File: config.mk
export PLATFORM = sky130hd
export DESIGN_NAME = store_image_flat
export DESIGN_NICKNAME = d
export VERILOG_FILES = /design/src/rtl/store_image_if.sv /design/src/rtl/store_image.sv /design/src/flat_wrapper.sv
export SDC_FILE = /design/constraint.sdc
export NUM_CORES = 1
export LEC_CHECK = 0
export CAP_MARGIN = 20
export CORE_ASPECT_RATIO = 2
export CORE_MARGIN = 8
export CORE_UTILIZATION = 45
export CTS_BUF_LIST = sky130_fd_sc_hd__clkbuf_8
export DETAILED_ROUTE_END_ITERATION = 6
export GPL_ROUTABILITY_DRIVEN = 0
export HOLD_SLACK_MARGIN = 0.06
export PLACE_DENSITY = 0.86
export SYNTH_ARGS = -nofsm -noshare
export SYNTH_HDL_FRONTEND = slang
export SYNTH_SLANG_ARGS = --single-unit
export TNS_END_PERCENT = 50
File: constraint.sdc
create_clock -name clk -period 7.2 [get_ports clk]
set_clock_uncertainty 0.15 [all_clocks]
set_input_delay 1.44 -clock clk [delete_from_list [all_inputs] [get_ports clk]]
set_output_delay 1.44 -clock clk [all_outputs]
set_load 0.005 [all_outputs]
File: src/rtl/store_image_if.sv
// store_image_if: control, feature-map buffer and DMA write signals of store_image.
//   master : environment side (start request, buffer read data, DMA acknowledge)
//   slave  : store_image side (buffer read address, DMA block request, status)
interface store_image_if #(
    parameter int unsigned MEM_ADDR_SIZE  = 20,
    parameter int unsigned DATA_SIZE      = 16,
    parameter int unsigned BLOCK_SIZE     = 25,
    parameter int unsigned IMG_SIZE_WIDTH = 6
);
    localparam int unsigned BUF_AW  = 10;
    localparam int unsigned CNT_W   = 5;
    localparam int unsigned BLOCK_W = BLOCK_SIZE * DATA_SIZE;

    // Start control
    logic                      enable;
    logic [IMG_SIZE_WIDTH-1:0] imgSize;
    logic [MEM_ADDR_SIZE-1:0]  initialAddr;

    // Feature-map buffer read port
    logic [BUF_AW-1:0]         bufAddr;
    logic [DATA_SIZE-1:0]      bufData;

    // DMA write request
    logic                      dmaEnable;
    logic                      dmaAck;
    logic [MEM_ADDR_SIZE-1:0]  address;
    logic [BLOCK_W-1:0]        dmaData;
    logic [CNT_W-1:0]          dmaCount;

    // Status
    logic                      busy;
    logic                      done;

    modport master (
        output enable, imgSize, initialAddr, bufData, dmaAck,
        input  bufAddr, dmaEnable, address, dmaData, dmaCount, busy, done
    );

    modport slave (
        input  enable, imgSize, initialAddr, bufData, dmaAck,
        output bufAddr, dmaEnable, address, dmaData, dmaCount, busy, done
    );
endinterface

File: src/rtl/store_image.sv
// store_image: copies an imgSize x imgSize feature map from the on-chip buffer to
// external memory as DMA blocks of up to BLOCK_SIZE words.
// Ports:
//   clk  - clock, all state changes on the rising edge
//   rst  - synchronous active-high reset
//   bus  - store_image_if.slave: enable/imgSize/initialAddr start control,
//          bufAddr/bufData buffer read (data one cycle after address),
//          dmaEnable/dmaAck/address/dmaData/dmaCount block write, busy/done status
module store_image #(
    parameter int unsigned MEM_ADDR_SIZE  = 20,
    parameter int unsigned DATA_SIZE      = 16,
    parameter int unsigned BLOCK_SIZE     = 25,
    parameter int unsigned IMG_SIZE_WIDTH = 6
) (
    input  logic         clk,
    input  logic         rst,
    store_image_if.slave bus
);
    localparam int unsigned BUF_AW    = 10;
    localparam int unsigned CNT_W     = 5;
    localparam int unsigned N_W       = 11;
    localparam int unsigned PROD_W    = 2 * IMG_SIZE_WIDTH;
    localparam int unsigned MAX_WORDS = 1024;

    typedef enum logic [1:0] {
        IDLE  = 2'd0,
        FETCH = 2'd1,
        WRITE = 2'd2,
        DONE  = 2'd3
    } state_t;

    state_t state_q, state_d;

    logic [N_W-1:0]                             n_q, n_d;       // total words
    logic [N_W-1:0]                             w_q, w_d;       // first word of current block
    logic [CNT_W-1:0]                           fcnt_q, fcnt_d; // FETCH cycle index
    logic [CNT_W-1:0]                           cnt_q, cnt_d;   // words in current block
    logic [BUF_AW-1:0]                          buf_addr_q, buf_addr_d;
    logic [MEM_ADDR_SIZE-1:0]                   addr_q, addr_d;
    logic [BLOCK_SIZE-1:0][DATA_SIZE-1:0]       data_q, data_d;
    logic                                       dma_en_q, dma_en_d;
    logic                                       busy_q, busy_d;
    logic                                       done_q, done_d;

    logic [PROD_W-1:0] n_full_c;
    logic [N_W-1:0]    n_start_c;
    logic [N_W-1:0]    w_next_c;
    logic [CNT_W-1:0]  slot_c;

    // Words left from w, limited to one block
    function automatic logic [CNT_W-1:0] blk_cnt(input logic [N_W-1:0] n,
                                                 input logic [N_W-1:0] w);
        logic [N_W-1:0] rem;
        rem = n - w;
        return (rem > N_W'(BLOCK_SIZE)) ? CNT_W'(BLOCK_SIZE) : rem[CNT_W-1:0];
    endfunction

    // Word count at full product width, clipped to the buffer size
    always_comb begin
        n_full_c  = PROD_W'(bus.imgSize) * PROD_W'(bus.imgSize);
        n_start_c = (n_full_c > PROD_W'(MAX_WORDS)) ? N_W'(MAX_WORDS) : N_W'(n_full_c);
        w_next_c  = w_q + N_W'(cnt_q);
        slot_c    = fcnt_q - CNT_W'(1);
    end

    // State register
    always_ff @(posedge clk) begin
        if (rst) begin
            state_q <= IDLE;
        end else begin
            state_q <= state_d;
        end
    end

    // Next-state logic
    always_comb begin
        state_d = state_q;
        unique case (state_q)
            IDLE: begin
                if (bus.enable) begin
                    state_d = (n_start_c == '0) ? DONE : FETCH;
                end
            end
            FETCH: begin
                if (fcnt_q == cnt_q) begin
                    state_d = WRITE;
                end
            end
            WRITE: begin
                if (bus.dmaAck) begin
                    state_d = (w_next_c < n_q) ? FETCH : DONE;
                end
            end
            DONE: begin
                if (!bus.enable) begin
                    state_d = IDLE;
                end
            end
            default: state_d = IDLE;
        endcase
    end

    // Next values of the datapath and registered outputs
    always_comb begin
        n_d        = n_q;
        w_d        = w_q;
        fcnt_d     = fcnt_q;
        cnt_d      = cnt_q;
        buf_addr_d = buf_addr_q;
        addr_d     = addr_q;
        data_d     = data_q;
        dma_en_d   = dma_en_q;
        busy_d     = busy_q;
        done_d     = done_q;
        unique case (state_q)
            IDLE: begin
                if (bus.enable) begin
                    n_d    = n_start_c;
                    w_d    = '0;
                    addr_d = bus.initialAddr;
                    busy_d = 1'b1;
                    if (n_start_c == '0) begin
                        done_d = 1'b1;
                    end else begin
                        cnt_d      = blk_cnt(n_start_c, '0);
                        fcnt_d     = '0;
                        buf_addr_d = '0;
                        data_d     = '0;
                    end
                end
            end
            FETCH: begin
                // Data for address issued in cycle k arrives in cycle k+1
                if (fcnt_q != '0) begin
                    data_d[slot_c] = bus.bufData;
                end
                if (fcnt_q == cnt_q) begin
                    dma_en_d = 1'b1;
                end else begin
                    fcnt_d = fcnt_q + CNT_W'(1);
                    if ((fcnt_q + CNT_W'(1)) < cnt_q) begin
                        buf_addr_d = buf_addr_q + BUF_AW'(1);
                    end
                end
            end
            WRITE: begin
                if (bus.dmaAck) begin
                    dma_en_d = 1'b0;
                    addr_d   = addr_q + MEM_ADDR_SIZE'(BLOCK_SIZE);
                    w_d      = w_next_c;
                    if (w_next_c < n_q) begin
                        cnt_d      = blk_cnt(n_q, w_next_c);
                        fcnt_d     = '0;
                        buf_addr_d = w_next_c[BUF_AW-1:0];
                        data_d     = '0;
                    end else begin
                        done_d = 1'b1;
                    end
                end
            end
            DONE: begin
                if (!bus.enable) begin
                    done_d = 1'b0;
                    busy_d = 1'b0;
                end
            end
            default: ;
        endcase
    end

    // Datapath and output registers
    always_ff @(posedge clk) begin
        if (rst) begin
            n_q        <= '0;
            w_q        <= '0;
            fcnt_q     <= '0;
            cnt_q      <= '0;
            buf_addr_q <= '0;
            addr_q     <= '0;
            data_q     <= '0;
            dma_en_q   <= 1'b0;
            busy_q     <= 1'b0;
            done_q     <= 1'b0;
        end else begin
            n_q        <= n_d;
            w_q        <= w_d;
            fcnt_q     <= fcnt_d;
            cnt_q      <= cnt_d;
            buf_addr_q <= buf_addr_d;
            addr_q     <= addr_d;
            data_q     <= data_d;
            dma_en_q   <= dma_en_d;
            busy_q     <= busy_d;
            done_q     <= done_d;
        end
    end

    assign bus.bufAddr   = buf_addr_q;
    assign bus.dmaEnable = dma_en_q;
    assign bus.address   = addr_q;
    assign bus.dmaData   = data_q;
    assign bus.dmaCount  = cnt_q;
    assign bus.busy      = busy_q;
    assign bus.done      = done_q;

endmodule

File: src/flat_wrapper.sv
// flat-port wrapper written by rule: the top's interface ports become plain ports
module store_image_flat 
#(
    parameter int unsigned MEM_ADDR_SIZE  = 20,
    parameter int unsigned DATA_SIZE      = 16,
    parameter int unsigned BLOCK_SIZE     = 25,
    parameter int unsigned IMG_SIZE_WIDTH = 6
)
  (clk, rst, bus_enable, bus_imgSize, bus_initialAddr, bus_bufData, bus_dmaAck, bus_bufAddr, bus_dmaEnable, bus_address, bus_dmaData, bus_dmaCount, bus_busy, bus_done);
  store_image_if #(.MEM_ADDR_SIZE(MEM_ADDR_SIZE), .DATA_SIZE(DATA_SIZE), .BLOCK_SIZE(BLOCK_SIZE), .IMG_SIZE_WIDTH(IMG_SIZE_WIDTH)) bus_i ();
  input  logic clk;
  input  logic rst;
  input wire logic [$bits(bus_i.enable)-1:0] bus_enable;
  input wire logic [$bits(bus_i.imgSize)-1:0] bus_imgSize;
  input wire logic [$bits(bus_i.initialAddr)-1:0] bus_initialAddr;
  input wire logic [$bits(bus_i.bufData)-1:0] bus_bufData;
  input wire logic [$bits(bus_i.dmaAck)-1:0] bus_dmaAck;
  output wire logic [$bits(bus_i.bufAddr)-1:0] bus_bufAddr;
  output wire logic [$bits(bus_i.dmaEnable)-1:0] bus_dmaEnable;
  output wire logic [$bits(bus_i.address)-1:0] bus_address;
  output wire logic [$bits(bus_i.dmaData)-1:0] bus_dmaData;
  output wire logic [$bits(bus_i.dmaCount)-1:0] bus_dmaCount;
  output wire logic [$bits(bus_i.busy)-1:0] bus_busy;
  output wire logic [$bits(bus_i.done)-1:0] bus_done;
  assign bus_i.enable = bus_enable;
  assign bus_i.imgSize = bus_imgSize;
  assign bus_i.initialAddr = bus_initialAddr;
  assign bus_i.bufData = bus_bufData;
  assign bus_i.dmaAck = bus_dmaAck;
  assign bus_bufAddr = bus_i.bufAddr;
  assign bus_dmaEnable = bus_i.dmaEnable;
  assign bus_address = bus_i.address;
  assign bus_dmaData = bus_i.dmaData;
  assign bus_dmaCount = bus_i.dmaCount;
  assign bus_busy = bus_i.busy;
  assign bus_done = bus_i.done;
  store_image #(.MEM_ADDR_SIZE(MEM_ADDR_SIZE), .DATA_SIZE(DATA_SIZE), .BLOCK_SIZE(BLOCK_SIZE), .IMG_SIZE_WIDTH(IMG_SIZE_WIDTH)) u_core (.clk(clk), .rst(rst), .bus(bus_i));
endmodule
==> flow_summary.toml, run 1 <==
[outcome]
status = "complete, no violations"

[min_path]
hold_class = "register to register"

[floorplan]
dieArea_sq_um = 49000
die-height_microns = 305
io_pins = 484
num_rows = 106
die_x_microns = 161
initial_core_util_pct = 45.3
coreArea_sq_um = 41500

[cts]
cts_tree = "built"
clkSinkCount = 466
ctsRootBufferMaster = "clkbuf_8"
clk_pin_slew_ns = 0.06
cts_buffers = 66
clock_tree.buffer_depth = 3
htreeDepth = 3
cts_resized = 0
cts_hold_buffers = 0
clk_latency_ns = 0.61
post-cts-setup-buffers = 0

[cells_and_area]
layout_common_cells = "clkdlybuf4s50_1 (482), dfxtp_1 (466), a22o_1 (400)"
layout_commonest_cell = "clkdlybuf4s50_1"
diodes = 0
syn2layout_area_growth_pct = 39.6
final_core_util_pct = 63.2
multiInputGateArea_sq_um = 8630
fin_area_sq_um = 26200
final-seq-area_sq_um = 9330
drive_above_1_share_pct = 11.2
nNetsFinal = 2365
nFillCells = 3122

[timing]
report.final.setup_viol = 0
setup_tns_ns = 0
min_period_ns = 6.56
worst_pin_slew_ns = 1.11
drv_slew = 0
fmax_ghz = 0.152
slew_headroom_pct = 26.0
layout_setup_ws_ns = 0.636
fin_crit_sh_pct = 91.2
rsz0062_at_grt = "no"
finalHoldViolations = 0

[logic_synthesis]
syn_avg_cell_area_sq_um = 10.7
yosysSeqAreaShare_pct = 49.6
yosysUniqueCellTypes = 81
synth_nets = 1864
synth_area_sq_um = 18800
postSynthCellCount = 1763
synth_seq_cells = 466
ys_warn_count = 0
async_flop_share_pct = 0
synth_edf_count = 0
ys_dominant_reg_cell = "dfxtp_1"

[worst_setup_path]
cp_max_fo = 35
cp_cell_sequence = "clkdlybuf4s50_1, and2_1, fa_1, inv_1, fa_1, fa_1, inv_1, ha_1, and3_1, or3_1, a32oi_1, or3b_1, or4_2, buf_12, a31oi_4, a22o_1"
setup.worst_path.end_class = "register"
max_stage_delay_ns = 0.60
required_ns = 7.58
cp-start-kind = "input port"
critical_path_class = "input port to register"
arrival_ns = 6.94
cp_top_family = "adder cells"
path_common_cell = "fa_1"
critPathBufInv = 4
cp_slowest_cell = "or4_2"

[drt]
ant_nets = 0
drt_iter0_drc = 1376
post_drt_via_cell_ratio = 6.13
via_count = 17500
avgRoutedWirePerCell_microns = 24.9
drt_wl_total_microns = 71000
firstDrtPassIters = 5
drc = 0

[global_routing]
grt_first_pass_wirelength_microns = 108000
grtUsageTotal_pct = 27.8
grt_pass1_vias = 17500
overflow = 0
antenna_found_initial = 0
grt_max_degree = 64

[placement]
portBuffers = 483
post-place-ws_ns = 0.0752
hpwl_microns = 49700
placed_cell_area_sq_um = 24800

[power]
p_per_area_nw_per_um2 = 302
irDropWorstVdd_v = 0.000180
leakage_uw = 0.00988

[run]
maxCapViolCount = 0
## path summary, 6_finish.rpt
path / start / slack (ns) / cells past startpoint / to
worst max register to register: u_core.bus.dmaCount[0] / 1.26 / 17 / u_core.bus.dmaData[298]
worst min register to register: u_core.bus.dmaData[42] / 0.32 / 1 / u_core.bus.dmaData[42]
worst min-delay path: u_core.bus.dmaData[42] / 0.32 / 1 / u_core.bus.dmaData[42]
worst max-delay path: bus_imgSize[5] / 0.64 / 16 / u_core.bus.dmaData[329]
## synth_stat cells, types with 4 or more instances
cell type,n,area [sq um]
a211oi_1,13,97.6
a21o_1,9,67.6
a21oi_1,58,290
a22o_1,400,3500
a22oi_1,18,135
a2bb2oi_1,4,35.0
a311oi_1,4,35.0
a31o_2,4,35.0
a31oi_4,23,489
a32oi_1,5,43.8
and2_1,12,75.1
and3_1,8,50.1
buf_2,23,115
buf_4,5,37.5
buf_6,21,236
clkbuf_1,87,327
dfxtp_1,466,9330
fa_1,9,180
ha_1,46,576
inv_1,54,203
mux2i_1,6,60.1
nand2_1,85,319
nand2b_1,6,37.5
nand3_1,41,205
nand4_1,8,50.1
nor2_1,83,312
nor2b_1,10,62.6
nor3_1,39,195
nor3_2,11,110
nor3b_1,4,30.0
nor4_1,6,37.5
o21a_1,6,45.0
o21ai_0,45,225
o22ai_1,9,56.3
o311a_1,4,40.0
o311ai_0,4,35.0
o31ai_1,7,52.6
or3_1,8,50.1
or4_1,6,45.0
xnor2_1,24,210
xor2_1,18,158
## metal layers
metal | vias up | track usage, % | wire length [microns]
met5 | - | 0 | 0
met4 | 0 | 14.2 | 3290
li1 | 7663 | - | -
met3 | 198 | 8.86 | 8350
met1 | 8382 | 32.9 | 26900
met2 | 1238 | 44.3 | 32500
## through the flow
step | power (uW) | std cells | hold slack, ns
finish | 7940 | 2854 | 0.325
CTS | 7920 | 2848 | 0.325
floorplan | 4610 | 1763 | 0.282
global placement | 5670 | 2723 | 0.293
detailed placement | 5730 | 2730 | 0.304
global route | 8270 | 2854 | 0.334
## cell type report
type | instances | area share, %
sequential | 466 | 35.5
inverter | 55 | 0.787
tap | 540 | 2.57
timing repair buffer | 575 | 22.9
clock inverter | 37 | 1.08
clock buffer | 81 | 4.25
multi-input combinational | 1100 | 32.9
## state kept, by name, indices dropped and copies added (netlist names), 2 cells and up
| name | cells |
|---|---|
| u_core.n_q | 10 |
| u_core.bus.bufAddr | 10 |
| u_core.bus.address | 20 |
| u_core.state_q | 2 |
| u_core.fcnt_q | 5 |
| u_core.w_q | 11 |
| u_core.bus.dmaCount | 5 |
| u_core.bus.dmaData | 400 |
## cell families (layout without fill, tap and decap cells)
kind of cell | after synthesis | count (layout) | share of synthesized area [%]
compound gates | 654 | 654 | 29.7
xor+xnor | 42 | 42 | 1.96
fa+ha+maj | 55 | 55 | 4.02
buf+inv | 197 | 748 | 5.20
flops | 466 | 466 | 49.6
mux | 8 | 8 | 0.439
simple gates | 341 | 341 | 9.11
## where the power goes
group          total, uW  switching, uW  leakage, uW  internal [uW]
Sequential          2790            122      0.00376           2670
Clock               2190           1050     0.000773           1150
Combinational       2950           1870      0.00535           1080
Total               7940           3040      0.00988           4890
Note: power is estimated with default switching activity, not from simulation.
==> inputs of run 2 (changes only) <==
--- a/config.mk
+++ b/config.mk
@@ -12,6 +12,7 @@
 export CTS_BUF_LIST = sky130_fd_sc_hd__clkbuf_8
 export DETAILED_ROUTE_END_ITERATION = 6
 export GPL_ROUTABILITY_DRIVEN = 0
+export GPL_TIMING_DRIVEN = 0
 export HOLD_SLACK_MARGIN = 0.06
 export PLACE_DENSITY = 0.86
 export SYNTH_ARGS = -nofsm -noshare
==> flow_summary.toml, run 2 (synthesis results as in run 1) <==
[floorplan]
num_rows = 106
dieArea_sq_um = 49000
initial_core_util_pct = 45.3
coreArea_sq_um = 41500
die-height_microns = 305
io_pins = 484
die_x_microns = 161

[timing]
min_period_ns = 7.08
finalHoldViolations = 0
worst_pin_slew_ns = 1.04
fmax_ghz = 0.141
fin_crit_sh_pct = 98.3
rsz0062_at_grt = "yes"
report.final.setup_viol = 0
slew_headroom_pct = 30.5
drv_slew = 0
fin_hold_ws_ns = 0.319

[cells_and_area]
largest_reg_flops = 400
final_cell_count_no_fill = 2891
syn2layout_area_growth_pct = 36.0
drive_above_1_share_pct = 8.97
final-seq-area_sq_um = 9330
layout_commonest_cell = "clkdlybuf4s50_1"
multiInputGateArea_sq_um = 8540
layout_common_cells = "clkdlybuf4s50_1 (479), dfxtp_1 (466), a22o_1 (400)"
nNetsFinal = 2413
diodes = 0
nFillCells = 3282

[worst_setup_path]
arrival_ns = 7.51
max_stage_delay_ns = 0.71
cp-start-kind = "input port"
cp_cell_sequence = "clkdlybuf4s50_1, inv_1, nor2_1, fa_1, inv_1, fa_1, fa_1, inv_1, ha_1, a21o_1, a2111oi_0, o21bai_1, xnor2_2, nor4_4, buf_4, nor3_2, clkbuf_2, a22o_1"
critical_path_class = "input port to register"
required_ns = 7.63
cp_slowest_cell = "nor3_2"
cp_max_fo = 10
setup.worst_path.end_class = "register"

[cts]
cts_hold_buffers = 0
clkSinkCount = 466
cts_tree = "built"
cts_buffers = 61
clock_tree.buffer_depth = 3
clk_pin_slew_ns = 0.07
ctsRootBufferMaster = "clkbuf_8"
htreeDepth = 2
clk_latency_ns = 0.66

[run]
maxCapViolCount = 0

[min_path]
hold_class = "register to register"

[global_routing]
grtUsageTotal_pct = 28.2
grt_util_met3_pct = 9.55
grt_pass1_vias = 17600
grtUsageMet2_pct = 47.1
use_met1_pct = 31.8
grt_busiest_layer = "met2"
overflow = 0
antenna_found_initial = 1
grt_first_pass_wirelength_microns = 109000
grt_max_degree = 19

[drt]
post_drt_via_cell_ratio = 6.14
firstDrtPassIters = 6
drt_iter0_drc = 1609
via_count = 17700
ant_nets = 0
drc = 0
drt_wl_total_microns = 72800
avgRoutedWirePerCell_microns = 25.2

[power]
total_power_uw = 7560
p_per_area_nw_per_um2 = 296
leakage_uw = 0.00967
irDropWorstVdd_v = 0.000217

[placement]
hpwl_microns = 54100
portBuffers = 479
post-place-cells = 2786

[outcome]
status = "complete, no violations"
run 2: worst paths after layout:
kind                           from                       to  slack [ns]  cells past startpoint
max                  bus_imgSize[3]  u_core.bus.dmaData[246]        0.12                     18
min                   u_core.n_q[0]            u_core.n_q[0]        0.32                      2
max reg2reg  u_core.bus.dmaCount[0]  u_core.bus.dmaData[246]        1.07                     19
min reg2reg           u_core.n_q[0]            u_core.n_q[0]        0.32                      2
run 2: metrics by stage:
step | setup WS (ns) | utilization, % | TNS (ns) | instance area (sq um)
2_1_floorplan | 0.681 | - | 0 | 18800
3_3_place_gp | -1.11 | 58.5 | -205.04 | 24300
3_5_place_dp | -0.859 | 58.6 | -189.51 | 24300
4_1_cts | 0.0505 | 61.5 | 0 | 25500
5_1_grt | -0.0600 | 61.6 | -1.24 | 25600
6_report | 0.124 | 61.6 | 0 | 25600
run 2: critical path, delay by kind of cell:
kind	cells	cell delay (ns)
buffers and inverters	6	1.67
adders and majority gates	4	1.81
xor gates and xnor gates	1	0.37
and+or+nand+nor	3	1.03
AOI/OAI and AO/OA	4	1.14
run 2: routing by layer:
layer | vias up | wire (microns)
met5 | - | 13
met4 | 2 | 3500
met3 | 208 | 8630
met2 | 1217 | 33800
met1 | 8535 | 26800
li1 | 7778 | -
run 2: what timing repair did:
action | in CTS | in global routing
setup buffers | 0 | 1
setup endpoints to repair | 120 | 250
hold endpoints to repair | 0 | 0
gates resized for setup | 10 | 14
pin swaps | 0 | 1
run 2: cell type report:
type / instances / area share [%]
Timing Repair Buffer: 486 / 18.9
Buffer: 142 / 3.09
Tap cell: 540 / 2.64
Clock inverter: 31 / 0.846
Multi-Input combinational cell: 1100 / 33.4
Clock buffer: 71 / 3.82
Sequential cell: 466 / 36.5
Inverter: 55 / 0.807
run 2: power breakdown:
| group | total, uW | internal (uW) | switching [uW] |
|---|---|---|---|
| Clock | 1970 | 972 | 1000 |
| Sequential | 2800 | 2670 | 128 |
| Combinational | 2790 | 911 | 1880 |
| Total | 7560 | 4550 | 3010 |
